===== config.mk =====
export PLATFORM = sky130hd
export DESIGN_NAME = irq_priority_ctrl
export DESIGN_NICKNAME = d
export VERILOG_FILES = /design/src/rtl/irq_priority_ctrl.sv
export SDC_FILE = /design/constraint.sdc
export NUM_CORES = 1
export LEC_CHECK = 0
export BUFFER_PORTS_ARGS = -buffer_cell sky130_fd_sc_hd__buf_2
export CORE_MARGIN = 3
export CORE_UTILIZATION = 35
export DETAILED_ROUTE_END_ITERATION = 6
export GPL_TIMING_DRIVEN = 0
export PLACE_DENSITY = 0.55
export SETUP_SLACK_MARGIN = 0.02
export SYNTH_ARGS = -nofsm -noshare
export SYNTH_HDL_FRONTEND = slang
export SYNTH_SLANG_ARGS = --single-unit

===== constraint.sdc =====
create_clock -name clk -period 4.7 [get_ports clk]
set_input_delay 0.94 -clock clk [delete_from_list [all_inputs] [get_ports clk]]
set_output_delay 0.94 -clock clk [all_outputs]
set_load 0.02 [all_outputs]

===== src/rtl/irq_priority_ctrl.sv =====
// ============================================================================
// irq_priority_ctrl
// ----------------------------------------------------------------------------
// Purpose:
//   This block sits downstream of the per-source IRQ input unit. It looks at
//   the enabled request vector and picks a single winner. The highest
//   programmed priority level wins, and on equal levels the lowest source
//   index wins. A source can only win if its level is above the CPU mask
//   level. Level 0 never wins.
//
//   The winner is locked for one cycle while its request is re-checked. Then
//   it is either
//     - presented to the CPU as a vectored interrupt (req/ack handshake), or
//     - handed to the DTC when its DTCER bit is set.
//   interrupt_exception_handling and DTC_activate go back to the input unit,
//   which clears the serviced source's pending flag.
//
// Configuration:
//   IRQ_ACK_TIMEOUT_EN  When defined, an un-acknowledged CPU request is
//                       abandoned after ACK_TIMEOUT cycles in CPU_REQ and the
//                       sticky ack_err flag is set. When undefined, CPU_REQ
//                       waits indefinitely and ack_err is tied to 0.
//
// Parameters:
//   NUM_IRQ      number of request sources
//   PRIO_W       width of each source priority level
//   VEC_BASE     vector number of source 0 (source n uses VEC_BASE+n)
//   ACK_TIMEOUT  cycles to wait for cpu_ack (timeout build only)
//
// Ports:
//   clk                           system clock
//   rst_n                         asynchronous active-low reset
//   IRQ_req       [NUM_IRQ]       pending-and-enabled requests, bit n = src n
//   IPR_dataout   [NUM_IRQ*PRIO_W] priority level per source
//   DTCER_dataout [NUM_IRQ]       1 = source serviced by the DTC
//   cpu_mask      [PRIO_W]        current CPU interrupt mask level
//   cpu_ack                       CPU accepts the presented vector
//   dtc_done                      DTC transfer finished
//   int_req                       interrupt request to the CPU
//   int_vector    [8]             vector of the locked winner
//   int_level     [PRIO_W]        priority level of the locked winner
//   interrupt_exception_handling  one-cycle pulse when the CPU accepts
//   DTC_activate                  DTC service active
//   Disel                         1 = current service is a DTC transfer
//   ack_err                       sticky ack-timeout flag
// ============================================================================
module irq_priority_ctrl #(
    parameter int         NUM_IRQ     = 16,
    parameter int         PRIO_W      = 3,
    parameter logic [7:0] VEC_BASE    = 8'd64,
    parameter int         ACK_TIMEOUT = 255
) (
    input  logic                        clk,
    input  logic                        rst_n,
    input  logic [NUM_IRQ-1:0]          IRQ_req,
    input  logic [NUM_IRQ*PRIO_W-1:0]   IPR_dataout,
    input  logic [NUM_IRQ-1:0]          DTCER_dataout,
    input  logic [PRIO_W-1:0]           cpu_mask,
    input  logic                        cpu_ack,
    input  logic                        dtc_done,
    output logic                        int_req,
    output logic [7:0]                  int_vector,
    output logic [PRIO_W-1:0]           int_level,
    output logic                        interrupt_exception_handling,
    output logic                        DTC_activate,
    output logic                        Disel,
    output logic                        ack_err
);

    localparam int IDX_W = (NUM_IRQ > 1) ? $clog2(NUM_IRQ) : 1;

    // Elaboration-time parameter sanity checks.
    if (ACK_TIMEOUT < 1) begin : g_bad_ack_timeout
        $error("irq_priority_ctrl: ACK_TIMEOUT must be at least 1");
    end
    if (NUM_IRQ < 1) begin : g_bad_num_irq
        $error("irq_priority_ctrl: NUM_IRQ must be at least 1");
    end

    typedef enum logic [2:0] {
        IDLE    = 3'd0,
        LOCK    = 3'd1,
        CPU_REQ = 3'd2,
        CPU_ACK = 3'd3,
        DTC_RUN = 3'd4
    } state_t;

    // ------------------------------------------------------------------------
    // State and registered outputs
    // ------------------------------------------------------------------------
    state_t             state_q,      state_d;
    logic [IDX_W-1:0]   win_idx_q,    win_idx_d;
    logic [PRIO_W-1:0]  win_lvl_q,    win_lvl_d;
    logic               win_dtc_q,    win_dtc_d;

    logic               int_req_q,    int_req_d;
    logic [7:0]         int_vector_q, int_vector_d;
    logic [PRIO_W-1:0]  int_level_q,  int_level_d;
    logic               ieh_q,        ieh_d;
    logic               dtc_act_q,    dtc_act_d;
    logic               disel_q,      disel_d;

`ifdef IRQ_ACK_TIMEOUT_EN
    localparam int CNT_W = $clog2(ACK_TIMEOUT + 1);

    logic [CNT_W-1:0]   cnt_q,        cnt_d;
    logic               ack_err_q,    ack_err_d;
    logic               ack_expired;

    // This is the last CPU_REQ cycle before the wait budget is used up.
    assign ack_expired = (cnt_q == CNT_W'(ACK_TIMEOUT - 1));
`endif

    // ------------------------------------------------------------------------
    // Arbitration
    // ------------------------------------------------------------------------
    function automatic logic [PRIO_W-1:0] src_level(
        input logic [NUM_IRQ*PRIO_W-1:0] ipr,
        input int                        n
    );
        return ipr[n*PRIO_W +: PRIO_W];
    endfunction

    logic               arb_any;
    logic [IDX_W-1:0]   arb_idx;
    logic [PRIO_W-1:0]  arb_lvl;

    // The scan runs in ascending index order with a strict greater-than
    // compare. An equal level found later therefore never displaces an
    // earlier (lower-index) candidate. arb_lvl starts at 0, which also keeps
    // level-0 sources out of contention.
    always_comb begin
        arb_idx = '0;
        arb_lvl = '0;
        for (int n = 0; n < NUM_IRQ; n++) begin
            if (IRQ_req[n]
                && (src_level(IPR_dataout, n) != '0)
                && (src_level(IPR_dataout, n) > cpu_mask)
                && (src_level(IPR_dataout, n) > arb_lvl)) begin
                arb_idx = IDX_W'(n);
                arb_lvl = src_level(IPR_dataout, n);
            end
        end
        arb_any = (arb_lvl != '0);
    end

    // Whether the locked winner is still requesting service.
    logic win_req_held;
    assign win_req_held = IRQ_req[win_idx_q];

    // ------------------------------------------------------------------------
    // Next-state and next-output logic
    // ------------------------------------------------------------------------
    always_comb begin
        state_d      = state_q;
        win_idx_d    = win_idx_q;
        win_lvl_d    = win_lvl_q;
        win_dtc_d    = win_dtc_q;
        int_req_d    = int_req_q;
        int_vector_d = int_vector_q;
        int_level_d  = int_level_q;
        ieh_d        = 1'b0;
        dtc_act_d    = dtc_act_q;
        disel_d      = disel_q;
`ifdef IRQ_ACK_TIMEOUT_EN
        cnt_d        = cnt_q;
        ack_err_d    = ack_err_q;
`endif

        unique case (state_q)
            IDLE: begin
                int_req_d = 1'b0;
                dtc_act_d = 1'b0;
                disel_d   = 1'b0;
                if (arb_any) begin
                    win_idx_d = arb_idx;
                    win_lvl_d = arb_lvl;
                    win_dtc_d = DTCER_dataout[arb_idx];
                    state_d   = LOCK;
                end
            end

            // The winner was captured from last cycle's inputs. Confirm that
            // it still wants service before committing to either path.
            LOCK: begin
                if (!win_req_held) begin
                    state_d = IDLE;
                end else if (win_dtc_q) begin
                    dtc_act_d = 1'b1;
                    disel_d   = 1'b1;
                    state_d   = DTC_RUN;
                end else begin
                    int_req_d    = 1'b1;
                    int_vector_d = VEC_BASE + 8'(win_idx_q);
                    int_level_d  = win_lvl_q;
                    state_d      = CPU_REQ;
`ifdef IRQ_ACK_TIMEOUT_EN
                    cnt_d        = '0;
`endif
                end
            end

            // An ack always takes precedence over a same-cycle withdrawal or
            // timeout, because the CPU has already committed to the vector.
            CPU_REQ: begin
                if (cpu_ack) begin
                    int_req_d = 1'b0;
                    ieh_d     = 1'b1;
                    state_d   = CPU_ACK;
`ifdef IRQ_ACK_TIMEOUT_EN
                end else if (ack_expired) begin
                    int_req_d = 1'b0;
                    ack_err_d = 1'b1;
                    state_d   = IDLE;
`endif
                end else if (!win_req_held) begin
                    int_req_d = 1'b0;
                    state_d   = IDLE;
                end else begin
`ifdef IRQ_ACK_TIMEOUT_EN
                    cnt_d = cnt_q + CNT_W'(1);
`endif
                end
            end

            // This single cycle carries the acceptance pulse. It also gives
            // the input unit one cycle to clear the source flag before the
            // next arbitration.
            CPU_ACK: begin
                state_d = IDLE;
            end

            // Request withdrawal is deliberately ignored here. Once the DTC
            // has been started, the transfer must run to completion.
            DTC_RUN: begin
                if (dtc_done) begin
                    dtc_act_d = 1'b0;
                    disel_d   = 1'b0;
                    state_d   = IDLE;
                end
            end

            default: begin
                int_req_d = 1'b0;
                dtc_act_d = 1'b0;
                disel_d   = 1'b0;
                state_d   = IDLE;
            end
        endcase
    end

    // ------------------------------------------------------------------------
    // Registers
    // ------------------------------------------------------------------------
    always_ff @(posedge clk or negedge rst_n) begin
        if (!rst_n) begin
            state_q      <= IDLE;
            win_idx_q    <= '0;
            win_lvl_q    <= '0;
            win_dtc_q    <= 1'b0;
            int_req_q    <= 1'b0;
            int_vector_q <= '0;
            int_level_q  <= '0;
            ieh_q        <= 1'b0;
            dtc_act_q    <= 1'b0;
            disel_q      <= 1'b0;
`ifdef IRQ_ACK_TIMEOUT_EN
            cnt_q        <= '0;
            ack_err_q    <= 1'b0;
`endif
        end else begin
            state_q      <= state_d;
            win_idx_q    <= win_idx_d;
            win_lvl_q    <= win_lvl_d;
            win_dtc_q    <= win_dtc_d;
            int_req_q    <= int_req_d;
            int_vector_q <= int_vector_d;
            int_level_q  <= int_level_d;
            ieh_q        <= ieh_d;
            dtc_act_q    <= dtc_act_d;
            disel_q      <= disel_d;
`ifdef IRQ_ACK_TIMEOUT_EN
            cnt_q        <= cnt_d;
            ack_err_q    <= ack_err_d;
`endif
        end
    end

    // ------------------------------------------------------------------------
    // Outputs
    // ------------------------------------------------------------------------
    assign int_req                      = int_req_q;
    assign int_vector                   = int_vector_q;
    assign int_level                    = int_level_q;
    assign interrupt_exception_handling = ieh_q;
    assign DTC_activate                 = dtc_act_q;
    assign Disel                        = disel_q;
`ifdef IRQ_ACK_TIMEOUT_EN
    assign ack_err                      = ack_err_q;
`else
    assign ack_err                      = 1'b0;
`endif

endmodule

# After elaboration in Yosys (flattened, before gate mapping)
# Index checks and enable logic that the tools add are counted.
# word_totals
ff_bits	25
inputBits	87
out_inout_bits	16
# classes
add_sub_neg	1
n_lt_le_gt_ge	34
eq_ne	10
mux	53
bitwise_logic	3
n_reduce_logical	73
# op_table
operator	n
$gt 3x3->1	31
$mux 3	22
$mux 4	14
$reduce_bool 3->1	17
$logic_and 1x1->1	48
$mux 1	12
$pmux 3 s4	1
$lt 4x5->1 const B	2
$ne 2x2->1 const B	5
$add 7x4->8 const A	1
$bmux 1 s4	2
$reduce_and 4->1	2
$eq 3x2->1 const B	2
$pmux 1 s3	2
$reduce_and 3->1	2
$reduce_or 2->1	2
$eq 3x1->1 const B	1
$eq 3x3->1 const B	1
$gt 3x1->1 const B	1
$logic_not 3->1	1
$ne 3x3->1 const B	1
$not 1->1	3
$reduce_and 2->1	1

# Logic depth before layout (Yosys ltp)
# depth
word_depth	53
ltp_mapped	118
depth_no_buf	117

# Worst setup path after synthesis
# OpenSTA, ideal clock, no wires.
# synth_path
path_kind	input-to-reg
start	input port cpu_mask[1]
end	register win_idx_q[2]
setup_ns	0.146
arrival_ns	21.909
t_required_ns	4.554
path_slack_ns	-17.355
stages	109
path_buffers	1
cell_sequence	inv_1 -> ha_1 -> and3b_1 -> o211a_1 -> and2_1 -> ha_1 -> nand3b_1 -> a22oi_1 -> nand2_1 -> o21ai_0 -> ha_1 -> nor3b_1 -> o311ai_0 -> o22ai_1 -> mux2_2 -> ha_1 -> nor3_1 -> a41o_1 -> [73 not listed] -> mux2_2 -> ha_1 -> nand3_1 -> nand3_1 -> nor3_1 -> inv_1 -> mux2_2 -> inv_1 -> ha_1 -> nand3_1 -> nand3_1 -> nor3_1 -> nor2_1 -> a222oi_1 -> and2_1 -> a21o_1 -> buf_2 -> o21ai_0
# synth_via
elab_chain_len	51
word_cells_on_any_way	94
cone_classes	31 x order compare; 29 x mux; 34 x reduce/logical
# synth_rtl
element	line_no	source
start, declared	58	input logic [PRIO_W-1:0] cpu_mask,
$gt 3x3->1	138	&& (src_level(IPR_dataout, n) > cpu_mask)
$logic_and 1x1->1	138	
$logic_and 1x1->1	139	&& (src_level(IPR_dataout, n) > arb_lvl)) begin
$mux 3	136	if (IRQ_req[n]
$gt 3x3->1	139	
$logic_and 1x1->1	139	
$mux 3	136	
$gt 3x3->1	139	
[35 not listed]	-	
$gt 3x3->1	139	
$logic_and 1x1->1	139	
$mux 3	136	
$gt 3x3->1	139	
$logic_and 1x1->1	139	
$mux 3	136	
$reduce_bool 3->1	144	arb_any = (arb_lvl != '0);
$reduce_and 2->1 (no line)	-	
end signal, assigned	273	win_idx_q <= win_idx_d;
end, declared	92	logic [IDX_W-1:0] win_idx_q, win_idx_d;
# Several ways; a longest one is shown, not always the timed one.
# A chain may end at the register's enable or synchronous reset.

# Worst setup path after layout
# layout_path
start	input port cpu_mask[1]
end	register win_dtc_q
# layout_via
elab_chain_len	51
word_cells_on_any_way	98
cone_classes	31 x order compare; 33 x mux; 34 x reduce/logical
# layout_rtl
element	line_no	source
$gt 3x3->1	138	
$logic_and 1x1->1	138	
$logic_and 1x1->1	139	
$mux 3	136	
$gt 3x3->1	139	
$logic_and 1x1->1	139	
$mux 3	136	
$gt 3x3->1	139	
[35 not listed]	-	
$gt 3x3->1	139	
$logic_and 1x1->1	139	
$mux 3	136	
$gt 3x3->1	139	
$logic_and 1x1->1	139	
$mux 4 / $mux 3 (equally long branches)	136	
$bmux 1 s4 / $reduce_bool 3->1 (equally long branches)	178, 144	
$mux 1 (not written as such) / $reduce_and 2->1 (equally long branches)	-	
end signal, assigned	275	win_dtc_q <= win_dtc_d;
end, declared	94	logic win_dtc_q, win_dtc_d;
# Several ways; a longest one is shown, not always the timed one. The select of a mux whose other input is x is not followed.

==> impl_results.md <==
- Final #Nets: 969
- Final setup fails: 9
- Via-to-Cell Ratio: 5.622
- Hold buffers post-CTS: 0
- Pin slew with the least headroom to its limit: 0.7770 ns
- Crit. End Element: flip-flop
- Yosys Warn Count: 0
- Die Footprint: 15390 sq um
- Port Buf Inserts: 98
- DRT iter0 DRCs: 303
- WL/cell: 16.69 um
- Initial antenna violation count: 0
- Setup TNS: -141.06 ns
- Fin crit period: 20.42 ns
- CP required: 4.88 ns
- Leak: 3.240 nW
- RSZ-0062 raised after global routing: true
- Syn-to-layout area delta: 45.92%
- DRC viols: 0
- Slew Limit Headroom: 47.65%
- Sequential fraction of the synthesis area: 11.28%
- Total clock buffers created by CTS: 3
- Final hold viol count: 0
- Worst setup SP type: input port
- CTS tree: done
- Die Span X: 124.1 um
- Fill cells: 1289
- Crit Path Class: in -> reg
- CP delay by family, top: compound AO/OA/AOI/OAI gates
- Mapped cell area: 4880 sq um
- Top cells by area, synth: ha_1 (18%), dfrtp_1 (11%), a21oi_1 (4.4%), inv_1 (4.3%), nand2_1 (4.2%)
- Status: finished with violations
- Detail Route Antenna Nets: 0
- Top cell type by total area after synthesis: ha_1
- Clock latency on the worst-skew pair: 0.25 ns
- Slowest-stage cell, CP: a222oi_1
- Worst IR drop on VDD: 0.0001860 V
- Largest net degree at the start of global routing: 23
- Initial Util: 36.27%
- First-pass GRT wire length: 25420 um
- Final wirelength: 16490 um
- Number of global-route vias before repair: 5342
- Clock Path Buffers: 2
- Number of diodes: 0
- Asr flop ratio synth: 100.0%
- Dominant synthesized flop cell: dfrtp_1
- I/O pins: 103
- Reg clk slew, reported paths: 0.06 ns
- DP Wirelength: 12440 um
- Vias: 5555
- #FFs+latches synth: 22
- Max Cap Viol: 0
- Failing checks: setup timing
- Pins Over Slew Limit: 0
- Post-synth EDFFs: 0
- Design Power: 0.003046 W
- Crit path DAT: 20.60 ns
- Max Freq: 48.96 MHz
- CP Buf/Inv Count: 9
- Peak fanout along the critical path: 5
- Final worst-path setup slack: -15.72 ns
- # rows: 42
- Distinct cells, synth: 91
- Die height: 124.1 um
- Syn Inst Count: 632
- Total clock sinks: 22
- Share of layout cells above drive strength 1: 44.70%
- # H-tree levels: 1
- Cell Pwr Density: 427.8 nW/um^2
- Crit path largest cell delay: 0.46 ns
- Global route overflow: 0
- Syn Area/Cell: 7.721 sq um
- GP Congestion: 0.8703
- Crit path top cell by count: ha_4
- Top-area cell type share of the netlist area: 17.69%
- Min-delay worst type: reg -> reg
- Total track usage: 20.12%
- Clock skew: 0.003595 ns
- DR pass1 iterations: 4
- CTS Root Cell: clkbuf_16
- Core ar.: 13450 sq um
- Fin crit share: 434.5%
[per-layer routing]
| layer | up-vias | track usage [%] | wire (um) |
|---|---|---|---|
| li1 | 2743 | - | - |
| met1 | 2666 | 27.18 | 7498 |
| met2 | 129 | 36.52 | 8224 |
| met3 | 17 | 1.045 | 625 |
| met4 | 0 | 2.122 | 137 |
| met5 | - | 0 | 0 |
[cell usage after synthesis (all sizes together), types with 7 or more instances]
| library cell | number |
|---|---|
| o31ai | 8 |
| a21oi | 44 |
| a21o | 14 |
| dfrtp | 22 |
| o211ai | 7 |
| nand2b | 7 |
| or2 | 7 |
| buf | 7 |
| nand2 | 55 |
| nor2 | 51 |
| nor2b | 13 |
| nor3 | 16 |
| o21ai | 39 |
| a211oi | 8 |
| mux2i | 11 |
| and2 | 13 |
| nand3 | 34 |
| a31oi | 9 |
| inv | 56 |
| ha | 69 |
| mux2 | 17 |
[worst paths after layout]
check | from | end | slack, ns | cells after the start
max | cpu_mask[1] | win_dtc_q | -15.72 | 109
min | int_vector[6] | int_vector[6] | 0.47 | 1
max reg2reg | win_idx_q[0] | int_level[2] | 1.36 | 7
min reg2reg | int_vector[6] | int_vector[6] | 0.47 | 1
max in group asynchronous | rst_n | int_level[0] | 3.72 | 1
min in group asynchronous | rst_n | Disel | 0.65 | 1
[layout by cell type, fill, tap and decap left out, types with 7 or more instances in the layout]
master   synthesis  layout
a21o_1          14      14
a21oi_1         43      33
a21oi_2          1       9
and2_1          13       7
buf_2            2      97
buf_4            5      76
buf_6            0       7
dfrtp_1         22      22
ha_1            69      52
ha_4             0      16
inv_1           56      46
inv_2            0       8
mux2_2          17      10
mux2_4           0       7
mux2i_1         11       8
nand2_1         55      41
nand2_2          0      11
nand3_1         33      28
nor2_1          51      32
nor2_2           0      10
nor2_4           0       9
nor2b_1         13      13
nor3_1          15      11
o21ai_0         34      21
o21ai_1          2       8
o21ai_2          3       7
[cells by family (layout without fill, tap and decap cells)]
family	count (synthesis)	after routing	synth area share (%)
adders and majority gates	75	75	18.92
AOI/OAI and AO/OA	209	209	32.44
DFF	22	22	11.28
buffers and inverters	68	245	5.667
muxes	32	32	8.026
and+or+nand+nor	225	225	23.59
other	1	4	0.07685
[timing repair]
action,4_1_cts,5_1_grt
pin swaps,28,77
hold endpoints to repair,0,0
setup buffers,38,37
gates resized for setup,30,81
cloned,0,1
setup endpoints to repair,9,9
[flip-flops by register name (all words and copies together), names as in the netlist]
signal / count
Disel: 1
state_q: 3
win_idx_q: 4
win_lvl_q: 3
int_level: 3
int_req: 1
int_vector: 5
win_dtc_q: 1
interrupt_exception_handling: 1
[layout make-up]
type / instances / area [sq um] / share of cell area [%]
multi-input combinational: 545 / 4890 / 68.67
timing repair buffer: 173 / 1081 / 15.18
sequential: 22 / 550.5 / 7.732
tap: 176 / 220.2 / 3.093
inverter: 56 / 217.7 / 3.057
clock buffer: 4 / 88.84 / 1.248
buffer: 12 / 72.57 / 1.019
[stage by stage]
| step | utilization (%) | setup WS, ns | instances | area (sq um) | hold WS [ns] |
|---|---|---|---|---|---|
| global route | 52.93 | -16.65 | 988 | 7121 | 0.4898 |
| detailed placement | 44.35 | -18.97 | 909 | 5966 | 0.4483 |
| CTS | 48.35 | -16.02 | 951 | 6505 | 0.4643 |
| floorplan | - | -15.74 | 635 | 5255 | 0.4460 |
| finish | 52.93 | -15.72 | 988 | 7121 | 0.4701 |
| global placement | 44.35 | -18.71 | 909 | 5966 | 0.4489 |
[power by group]
part	internal [W]	leakage [nW]	switching [W]
registers	0.000280	0.269	0.0000690
clock network	0.000130	0.0442	0.0000665
logic	0.00121	2.93	0.00129
total	0.00162	3.24	0.00143
Note: power is estimated with default switching activity, not from simulation.
